`src/rtl/costas_pkg.sv`:
```
// -----------------------------------------------------------------------------
// costas_pkg
// Shared definitions for the Costas lock detector:
//   - DEFAULT_DW   : default width of the signed I/Q arm samples
//   - lock_state_t : lock FSM encoding (SEARCH/VERIFY/LOCKED/HOLD), whose
//                    numeric values are visible on the lock_state debug port
// -----------------------------------------------------------------------------
package costas_pkg;

    localparam int DEFAULT_DW = 14;

    typedef enum logic [1:0] {
        SEARCH = 2'd0,
        VERIFY = 2'd1,
        LOCKED = 2'd2,
        HOLD   = 2'd3
    } lock_state_t;

endpackage

```
`src/rtl/costas_iad_acc.sv`:
```
// -----------------------------------------------------------------------------
// costas_iad_acc
// Saturating integrate-and-dump accumulator.
//   SIGNED_MODE=0 : sample is a non-negative magnitude, sum saturates at all-ones
//   SIGNED_MODE=1 : sample is two's complement, sum saturates at signed max/min
// Ports:
//   clock        in   rising-edge clock
//   resest       in   synchronous active-low reset
//   sample_valid in   add sample this cycle
//   last_sample  in   this valid sample closes the window (dump)
//   sample       in   DW-bit sample
//   total        out  saturated running sum including the current sample
//   result       out  total of the last completed window (held between dumps)
// -----------------------------------------------------------------------------
module costas_iad_acc #(
    parameter int DW          = 14,
    parameter int ACC_W       = 26,
    parameter bit SIGNED_MODE = 1'b0
) (
    input  logic             clock,
    input  logic             resest,
    input  logic             sample_valid,
    input  logic             last_sample,
    input  logic [DW-1:0]    sample,
    output logic [ACC_W-1:0] total,
    output logic [ACC_W-1:0] result
);

    logic [ACC_W-1:0] acc_reg;
    logic [ACC_W:0]   sample_ext;
    logic [ACC_W:0]   sum;

    // One guard bit above the accumulator width detects overflow.
    assign sample_ext = {{(ACC_W+1-DW){sample[DW-1]}}, sample};

    generate
        if (SIGNED_MODE) begin : g_signed
            assign sum = {acc_reg[ACC_W-1], acc_reg} + sample_ext;
            // Guard bit and MSB disagree only on signed overflow; the guard
            // bit then carries the true sign of the result.
            always_comb begin
                total = sum[ACC_W-1:0];
                if (sum[ACC_W] != sum[ACC_W-1])
                    total = sum[ACC_W] ? {1'b1, {(ACC_W-1){1'b0}}}
                                       : {1'b0, {(ACC_W-1){1'b1}}};
            end
        end else begin : g_unsigned
            assign sum = {1'b0, acc_reg} + sample_ext;
            assign total = sum[ACC_W] ? {ACC_W{1'b1}} : sum[ACC_W-1:0];
        end
    endgenerate

    // On the closing sample the total goes straight to the result and the
    // accumulator restarts from 0, so the next sample starts a fresh window.
    always_ff @(posedge clock) begin
        if (!resest) begin
            acc_reg <= '0;
            result  <= '0;
        end else if (sample_valid) begin
            if (last_sample) begin
                result  <= total;
                acc_reg <= '0;
            end else begin
                acc_reg <= total;
            end
        end
    end

endmodule

```
`src/rtl/costas_lock_detect.sv`:
```
// -----------------------------------------------------------------------------
// costas_lock_detect
// Integrate-and-dump over fixed windows of the Costas loop's filtered I/Q arm
// outputs, giving a hard data decision per window and a hysteretic lock flag.
// Ports:
//   clock       in   system clock (rising edge)
//   resest      in   synchronous active-low reset
//   i_in, q_in  in   signed filtered I/Q arm samples
//   in_valid    in   samples valid this cycle
//   dump_valid  out  one-cycle pulse when window results update
//   i_abs_acc   out  sum of |I| over last window
//   q_abs_acc   out  sum of |Q| over last window
//   data_bit    out  sign of signed I sum over last window (1 = negative)
//   lock        out  carrier lock flag (LOCKED or HOLD)
//   lock_state  out  lock FSM state, debug
// -----------------------------------------------------------------------------
module costas_lock_detect
    import costas_pkg::*;
#(
    parameter int DW          = DEFAULT_DW,
    parameter int ACC_W       = 26,
    parameter int DUMP_LEN    = 1500,
    parameter int RATIO_SHIFT = 2,
    parameter int MIN_ENERGY  = 4096,
    parameter int LOCK_CNT    = 4,
    parameter int UNLOCK_CNT  = 2
) (
    input  logic             clock,
    input  logic             resest,
    input  logic [DW-1:0]    i_in,
    input  logic [DW-1:0]    q_in,
    input  logic             in_valid,
    output logic             dump_valid,
    output logic [ACC_W-1:0] i_abs_acc,
    output logic [ACC_W-1:0] q_abs_acc,
    output logic             data_bit,
    output logic             lock,
    output logic [1:0]       lock_state
);

    localparam int          CNT_W      = $clog2(DUMP_LEN);
    localparam int          SH_W       = ACC_W + RATIO_SHIFT;
    localparam logic [2:0]  LOCK_TGT   = 3'(LOCK_CNT);
    localparam logic [2:0]  UNLOCK_TGT = 3'(UNLOCK_CNT);

    // Magnitude with the most negative code folded onto the positive max.
    function automatic logic [DW-1:0] sat_abs(input logic [DW-1:0] x);
        if (!x[DW-1])
            return x;
        if (x == {1'b1, {(DW-1){1'b0}}})
            return {1'b0, {(DW-1){1'b1}}};
        return -x;
    endfunction

    logic [CNT_W-1:0] count_reg;
    logic             last_sample;
    logic             dump_valid_reg;

    // Accumulator lanes: 0 = |I|, 1 = |Q|, 2 = signed I.
    logic [DW-1:0]    acc_sample [3];
    logic [ACC_W-1:0] acc_total  [3];
    logic [ACC_W-1:0] acc_result [3];

    assign acc_sample[0] = sat_abs(i_in);
    assign acc_sample[1] = sat_abs(q_in);
    assign acc_sample[2] = i_in;

    assign last_sample = in_valid && (count_reg == CNT_W'(DUMP_LEN - 1));

    genvar gi;
    generate
        for (gi = 0; gi < 3; gi++) begin : g_acc
            costas_iad_acc #(
                .DW          (DW),
                .ACC_W       (ACC_W),
                .SIGNED_MODE (gi == 2)
            ) u_acc (
                .clock        (clock),
                .resest       (resest),
                .sample_valid (in_valid),
                .last_sample  (last_sample),
                .sample       (acc_sample[gi]),
                .total        (acc_total[gi]),
                .result       (acc_result[gi])
            );
        end
    endgenerate

    always_ff @(posedge clock) begin
        if (!resest) begin
            count_reg      <= '0;
            dump_valid_reg <= 1'b0;
        end else begin
            dump_valid_reg <= last_sample;
            if (in_valid)
                count_reg <= last_sample ? '0 : count_reg + 1'b1;
        end
    end

    // Window quality uses the running totals that include the closing sample,
    // so the FSM moves on the same edge that registers the window results.
    logic [SH_W-1:0] i_wide;
    logic [SH_W-1:0] q_scaled;
    logic            good;

    assign i_wide   = SH_W'(acc_total[0]);
    assign q_scaled = SH_W'(acc_total[1]) << RATIO_SHIFT;
    assign good     = (i_wide >= q_scaled) && (acc_total[0] >= ACC_W'(MIN_ENERGY));

    lock_state_t state_reg, state_next;
    logic [2:0]  hits_reg, hits_next;
    logic [2:0]  miss_reg, miss_next;
    logic        lock_reg, lock_next;
    logic [2:0]  hits_inc, miss_inc;

    assign hits_inc = hits_reg + 3'd1;
    assign miss_inc = miss_reg + 3'd1;

    always_ff @(posedge clock) begin
        if (!resest) begin
            state_reg <= SEARCH;
            hits_reg  <= '0;
            miss_reg  <= '0;
            lock_reg  <= 1'b0;
        end else begin
            state_reg <= state_next;
            hits_reg  <= hits_next;
            miss_reg  <= miss_next;
            lock_reg  <= lock_next;
        end
    end

    always_comb begin
        state_next = state_reg;
        hits_next  = hits_reg;
        miss_next  = miss_reg;
        if (last_sample) begin
            case (state_reg)
                SEARCH: begin
                    if (good) begin
                        if (LOCK_TGT <= 3'd1) begin
                            state_next = LOCKED;
                            hits_next  = '0;
                        end else begin
                            state_next = VERIFY;
                            hits_next  = 3'd1;
                        end
                    end
                end
                VERIFY: begin
                    if (!good) begin
                        state_next = SEARCH;
                        hits_next  = '0;
                    end else if (hits_inc >= LOCK_TGT) begin
                        state_next = LOCKED;
                        hits_next  = '0;
                    end else begin
                        hits_next  = hits_inc;
                    end
                end
                LOCKED: begin
                    if (!good) begin
                        if (UNLOCK_TGT <= 3'd1) begin
                            state_next = SEARCH;
                            miss_next  = '0;
                        end else begin
                            state_next = HOLD;
                            miss_next  = 3'd1;
                        end
                    end
                end
                HOLD: begin
                    if (good) begin
                        state_next = LOCKED;
                        miss_next  = '0;
                    end else if (miss_inc >= UNLOCK_TGT) begin
                        state_next = SEARCH;
                        miss_next  = '0;
                        hits_next  = '0;
                    end else begin
                        miss_next  = miss_inc;
                    end
                end
                default: begin
                    state_next = SEARCH;
                    hits_next  = '0;
                    miss_next  = '0;
                end
            endcase
        end
        lock_next = (state_next == LOCKED) || (state_next == HOLD);
    end

    assign dump_valid = dump_valid_reg;
    assign i_abs_acc  = acc_result[0];
    assign q_abs_acc  = acc_result[1];
    assign data_bit   = acc_result[2][ACC_W-1];
    assign lock       = lock_reg;
    assign lock_state = state_reg;

endmodule

```
`config.mk`:
```
export PLATFORM = sky130hd
export DESIGN_NAME = costas_lock_detect
export DESIGN_NICKNAME = d
export VERILOG_FILES = /design/src/rtl/costas_pkg.sv /design/src/rtl/costas_iad_acc.sv /design/src/rtl/costas_lock_detect.sv
export SDC_FILE = /design/constraint.sdc
export NUM_CORES = 1
export LEC_CHECK = 0
export ABC_AREA = 1
export BUFFER_PORTS_ARGS = -buffer_cell sky130_fd_sc_hd__buf_2
export CORE_MARGIN = 10
export CORE_UTILIZATION = 56
export CTS_BUF_LIST = sky130_fd_sc_hd__clkbuf_16
export DETAILED_ROUTE_END_ITERATION = 8
export PLACE_DENSITY = 0.85
export SETUP_SLACK_MARGIN = 0.02
export SYNTH_ARGS = -nofsm -noshare
export SYNTH_HDL_FRONTEND = slang
export SYNTH_SLANG_ARGS = --single-unit
```
`constraint.sdc`:
```
create_clock -name clock -period 6.1 [get_ports clock]
set_clock_uncertainty 0.15 [all_clocks]
set_input_delay 0.305 -clock clock [delete_from_list [all_inputs] [get_ports clock]]
set_output_delay 0.305 -clock clock [all_outputs]
set_load 0.02 [all_outputs]
```
# [Word-level counts from Yosys, hierarchy flattened]
# Index checks and enable logic that the tools add are counted.
[word_totals] regBits=177 inputBits=31 word_cells=84 output_inout_bits=57
[classes] eq_ne=13 mux=38 n_reduce_logical=9 n_addsub=8 magnitude_cmp=4
[op_table] operator="$mux W26" count=7
[op_table] operator="$mux W14" count=8
[op_table] operator="$add A26 B27 Y27" count=2
[op_table] operator="$eq A14 B14 Y1 const B" count=2
[op_table] operator="$ge A26 B28 Y1" count=1
[op_table] operator="$neg A14 Y14" count=2
[op_table] operator="$add A26 B14 Y27" count=1
[op_table] operator="$ge A26 B13 Y1 const B" count=1
[op_table] operator="$mux W3" count=8
[op_table] operator="$mux W2" count=7
[op_table] operator="$add A11 B1 Y11 const B" count=1
[op_table] operator="$eq A11 B11 Y1 const B" count=1
[op_table] operator="$mux W11" count=1
[op_table] operator="$pmux W3 S3" count=1
[op_table] operator="$eq A2 B2 Y1 const B" count=4
[op_table] operator="$ne A2 B2 Y1 const B" count=4
[op_table] operator="$pmux W2 S4" count=1
[op_table] operator="$add A3 B1 Y3 const B" count=2
[op_table] operator="$pmux W3 S2" count=1
[op_table] operator="$reduce_and A5 Y1" count=1
[op_table] operator="$mux W1" count=4
[op_table] operator="$ge A3 B2 Y1 const B" count=1
[op_table] operator="$ge A3 B3 Y1 const B" count=1
[op_table] operator="$reduce_and A3 Y1" count=1
[op_table] operator="other kinds (8)" count=9

# [Logic depth before layout (Yosys ltp)]
[depth] word_depth=14 ltp_mapped=38 depth_no_buf=38

# [Modules after synthesis]
# Synthesis repeated with hierarchy kept, for this count alone.
[hier_totals] cells_unflattened=2340 hier_area_um2=14311.2
[by_module_without_submodules] module="costas_iad_acc (g_acc[0].u_acc ...)" seq_area_each_um2=1041.0 cells_each=652 instances=2 area_per_inst_um2=3937.5
[by_module_without_submodules] module="costas_iad_acc (g_acc[2].u_acc)" seq_area_each_um2=1041.0 cells_each=619 instances=1 area_per_inst_um2=3886.2
[by_module_without_submodules] module="costas_lock_detect" seq_area_each_um2=420.4 cells_each=417 instances=1 area_per_inst_um2=2549.9

# [Least setup slack after synthesis]
# OpenSTA, ideal clock, no wires.
[synth_timing] path_kind="input port to flip-flop" startpoint="input i_in[3]" endpoint="register hits_reg[0]" cell_stages=32 arrival_ns=5.924 path_buffers=2 path_slack_ns=-0.086 cell_sequence="nor2_1 -> nand4_1 -> nor2_1 -> inv_1 -> nor2_1 -> nand2_1 -> a2111oi_0 -> ha_1 -> nand2_1 -> inv_1 -> nand2_1 -> nand2_1 -> nand2_1 -> nand2_1 -> a21oi_2 -> nand2_1 -> nand2_2 -> nand2_4 -> buf_6 -> clkbuf_1 -> nor2_1 -> inv_1 -> ha_1 -> nand4_1 -> o311ai_0 -> nand4_1 -> nand4_2 -> nand2_2 -> nand2_2 -> nand3_2 -> nor2_1 -> nor2_1"
[synth_rtl] item="from (decl)" line="costas_lock_detect.sv:30" source="input logic [DW-1:0] i_in,"
[synth_rtl] item="to (signal assigned)" line="costas_lock_detect.sv:127" source="hits_reg <= hits_next;"
[synth_rtl] item="to (decl)" line="costas_lock_detect.sv:111" source="logic [2:0] hits_reg, hits_next;"

# [Final worst setup path]
[layout_timing] startpoint="input q_in[0]" endpoint="register hits_reg[1]"
[layout_between] elab_chain_len=11 word_cells_on_any_way=17 classes_between="2 x add/sub; 1 x order compare; 3 x eq/ne; 9 x mux; 2 x reduce/logical"
[layout_rtl] item="from (decl)" line="costas_lock_detect.sv:31" source="input logic [DW-1:0] q_in,"
[layout_rtl] item="branches (longest 4 deep; another with $neg A14 Y14)"
[layout_rtl] item="$mux W14 *" line="costas_lock_detect.sv:50" source="if (x == {1'b1, {(DW-1){1'b0}}})"
[layout_rtl] item="$add A26 B27 Y27 *" line="costas_iad_acc.sv:48" source="assign sum = {1'b0, acc_reg} + sample_ext;"
[layout_rtl] item="$mux W26 *" line="costas_iad_acc.sv:49" source="assign total = sum[ACC_W] ? {ACC_W{1'b1}} : sum[ACC_W-1:0];"
[layout_rtl] item="$ge A26 B28 Y1 *" line="costas_lock_detect.sv:108" source="assign good = (i_wide >= q_scaled) && (acc_total[0] >= ACC_W'(MIN_ENERGY));"
[layout_rtl] item="$logic_and A1 B1 Y1 *" line="costas_lock_detect.sv:108"
[layout_rtl] item="$ne A2 B2 Y1 (no line) or $mux W3 (tied branches)"
[layout_rtl] item="$reduce_and A5 Y1 (no line) or $pmux W3 S3 (tied branches)"
# Every way passes the cells marked *. The select of a mux whose other input is x is not followed.
# A chain may end at the register's enable or synchronous reset.

==> flow_summary.ini <==
[run_status]
status = complete, no violations

[cts]
cts.path.max_buffers = 2
cts-resized-gates = 0
cts_tree = done
post_cts_buffers = 0
cts-hold-fix-buffers = 0
clock_sink_count = 152
cts.htree.levels = 4
path_clk_slew_ns = 0.06
worstSkewPairLatency_ns = 0.44
numCtsBuffers = 17
root_buffer = clkbuf_16

[floorplanning]
core_region_area_mm2 = 0.0201
die_y_um = 163
rows = 52
initial_core_util_pct = 56.6
die_w_um = 163
boundaryPins = 88
design.die.area_mm2 = 0.0264

[placed_design]
gp_congestion = 0.955
pre_cts_slack_ns = 0.647
placed_area_mm2 = 0.0120
dp_hpwl_mm = 25.1
portBuffers = 87

[worst_setup_path]
cpPeakStageDelay_ns = 0.52
arrival_ns = 5.32
start_kind = input pin
critPathMaxFanout = 11
critPathKind = in -> reg
rrSetupSlack_ns = 1.41
cp_slowest_cell = fa_1
crit_buf_inv = 7
cp_top_family = simple AND/OR/NAND/NOR gates
cp-end-kind = flop
path_common_cell = nand2_1
required_ns = 6.29

[grt]
antenna_found_initial = 0
gr-total-overflow = 0
grt_pass1_wl_mm = 55.0
grt_max_degree = 83
grt_usage_pct = 25.0
grt_pass1_vias = 11242

[synth]
synth-edff-count = 0
syn_avg_cell_area_um2 = 6.60
synth_area_mm2 = 0.0114
ys_seq_area_share_pct = 26.7
syn_inst = 1726
yosysWarnings = 0
async_flop_share_pct = 0
synth_nets = 1867
synth.distinct_cells = 50
synth_area_leaders = dfxtp_1 27%, nand2_1 13%, ha_1 12%
yosysTopAreaCellShare_pct = 26.7
synth_top_flop_cell = dfxtp_1
ys_seq_elements = 152
synth_top_area_cell = dfxtp_1

[sta]
finalHoldViolCount = 0
tightest_slew_ns = 1.01
slew_headroom_pct = 32.5
finalWorstSetupSlack_ns = 0.965
slew_violations = 0
fin_tns_setup_ns = 0
fin_crit_sh_pct = 84.2
finalCriticalPeriod_ns = 5.14
clock.fmax_mhz = 195
final-setup-viol-count = 0
rsz0062_at_grt = false

[power_and_ir_drop]
peakVddDrop_uv = 256
power_density_mw_per_mm2 = 286
power.leakage_nw = 6.29

[cells_and_area]
post-route-cell-area_mm2 = 0.0126
multiInputGateArea_mm2 = 0.00742
final_util_pct = 62.8
nets = 1928
area_growth_pct = 10.8
seqCellArea_mm2 = 0.00304
num_antenna_cells = 0
nFillCells = 1796
drive_gt1_share_pct = 11.2
largest_register_ffs = 78

[job]
maxCapViolCount = 0

[routing]
routed_via_density = 5.75
final_antenna_net_count = 0
finalWirelength_mm = 33.7
drc = 0
wl_per_cell_um = 16.3
dr.pass1.iters = 8
vias = 11911
drt_iter0_markers = 1004

[min_path]
min-delay-path-class = in -> reg
## per-stage QoR
step	hold WS, ns	power, mW	std cells
after floorplan	0.277	2.18	1726
after global placement	0.291	2.45	2038
after detailed placement	0.312	2.49	2038
after CTS	0.0445	3.59	2070
after global routing	0.0671	3.83	2070
final	0.0555	3.61	2070
## cells by family after synthesis
logic type,Yosys count,synth area share [%]
adders and majority gates,110,12.3
DFF,152,26.7
buffers and inverters,242,8.21
xor gates and xnor gates,57,4.39
AOI/OAI and AO/OA,359,17.2
and+or+nand+nor,806,31.1
## worst paths after layout
path	startpoint	end	cells after the start
worst max-delay path	q_in[0]	hits_reg[1]$_SDFFE_PN0P_	36
worst min-delay path	in_valid	count_reg[2]$_SDFFE_PN0P_	3
worst max register to register	g_acc[1].u_acc.acc_reg[0]$_SDFFE_PN0P_	hits_reg[1]$_SDFFE_PN0P_	30
worst min register to register	g_acc[2].u_acc.acc_reg[24]$_SDFFE_PN0P_	g_acc[2].u_acc.acc_reg[24]$_SDFFE_PN0P_	2
## cell usage after synthesis, types with 11 or more instances
cell type  number
nand2_1       405
inv_1         178
a21oi_1       167
dfxtp_1       152
nor2_1        147
nand3_1       141
o21ai_0       127
ha_1          107
clkbuf_1       48
xor2_1         40
nor3_1         20
nand4_1        19
xnor2_1        17
or2_2          16
nor2_2         12
a21o_1         11
nand2_2        11
## cell usage in the layout (no fill, tap or decap), drive strengths merged, types with 2 or more instances in the layout
master	netlist	layout
o21a	3	3
o21ai	133	133
nand3	150	150
a21boi	5	5
nand3b	5	5
or2	17	17
nand4	20	20
a31oi	5	5
a21oi	171	171
nor3	21	21
a211oi	5	5
nor3b	4	4
a22oi	2	2
xor2	40	40
xnor2	17	17
inv	188	192
nand2	418	418
o311ai	2	2
buf	6	96
o31ai	3	3
nor2	163	163
dfxtp	152	152
and2	3	3
a21o	11	11
o21bai	10	10
nor4	5	5
fa	3	3
ha	107	107
clkbuf	48	17
clkinv	0	7
bufinv	0	3
a221oi	3	3
## area by class of cell
class | instances | share of cell area (%)
clock inverter | 15 | 1.41
sequential | 152 | 24.1
inverter | 188 | 5.59
clock buffer | 17 | 3.37
timing repair buffer | 96 | 3.99
multi-input combinational | 1332 | 58.8
tap | 270 | 2.68
## metal layers
| layer | GRT usage, % | part of all wire, % | vias up |
|---|---|---|---|
| met3 | 4.80 | 7.9 | 83 |
| met2 | 40.6 | 45 | 472 |
| met5 | 0 | 0 | - |
| met4 | 11.1 | 3.7 | 0 |
| li1 | - | - | 5865 |
| met1 | 31.6 | 43 | 5491 |
## report_power, final
part | internal (mW) | total, mW | switching [mW]
combinational | 0.477 | 1.36 | 0.882
clock | 0.645 | 1.10 | 0.455
sequential | 1.09 | 1.15 | 0.0583
total | 2.21 | 3.61 | 1.40
## worst register-to-register path, delay by kind of cell, from the launching register on
family / cells / cell delay (ns)
AND/OR/NAND/NOR: 18 / 1.78
adder cells (fa/ha/maj): 3 / 0.96
AO/OA/AOI/OAI: 4 / 1.02
buffers and inverters: 5 / 0.37
flip-flops: 1 / 0.32
Power figures use the tool's default switching activity.
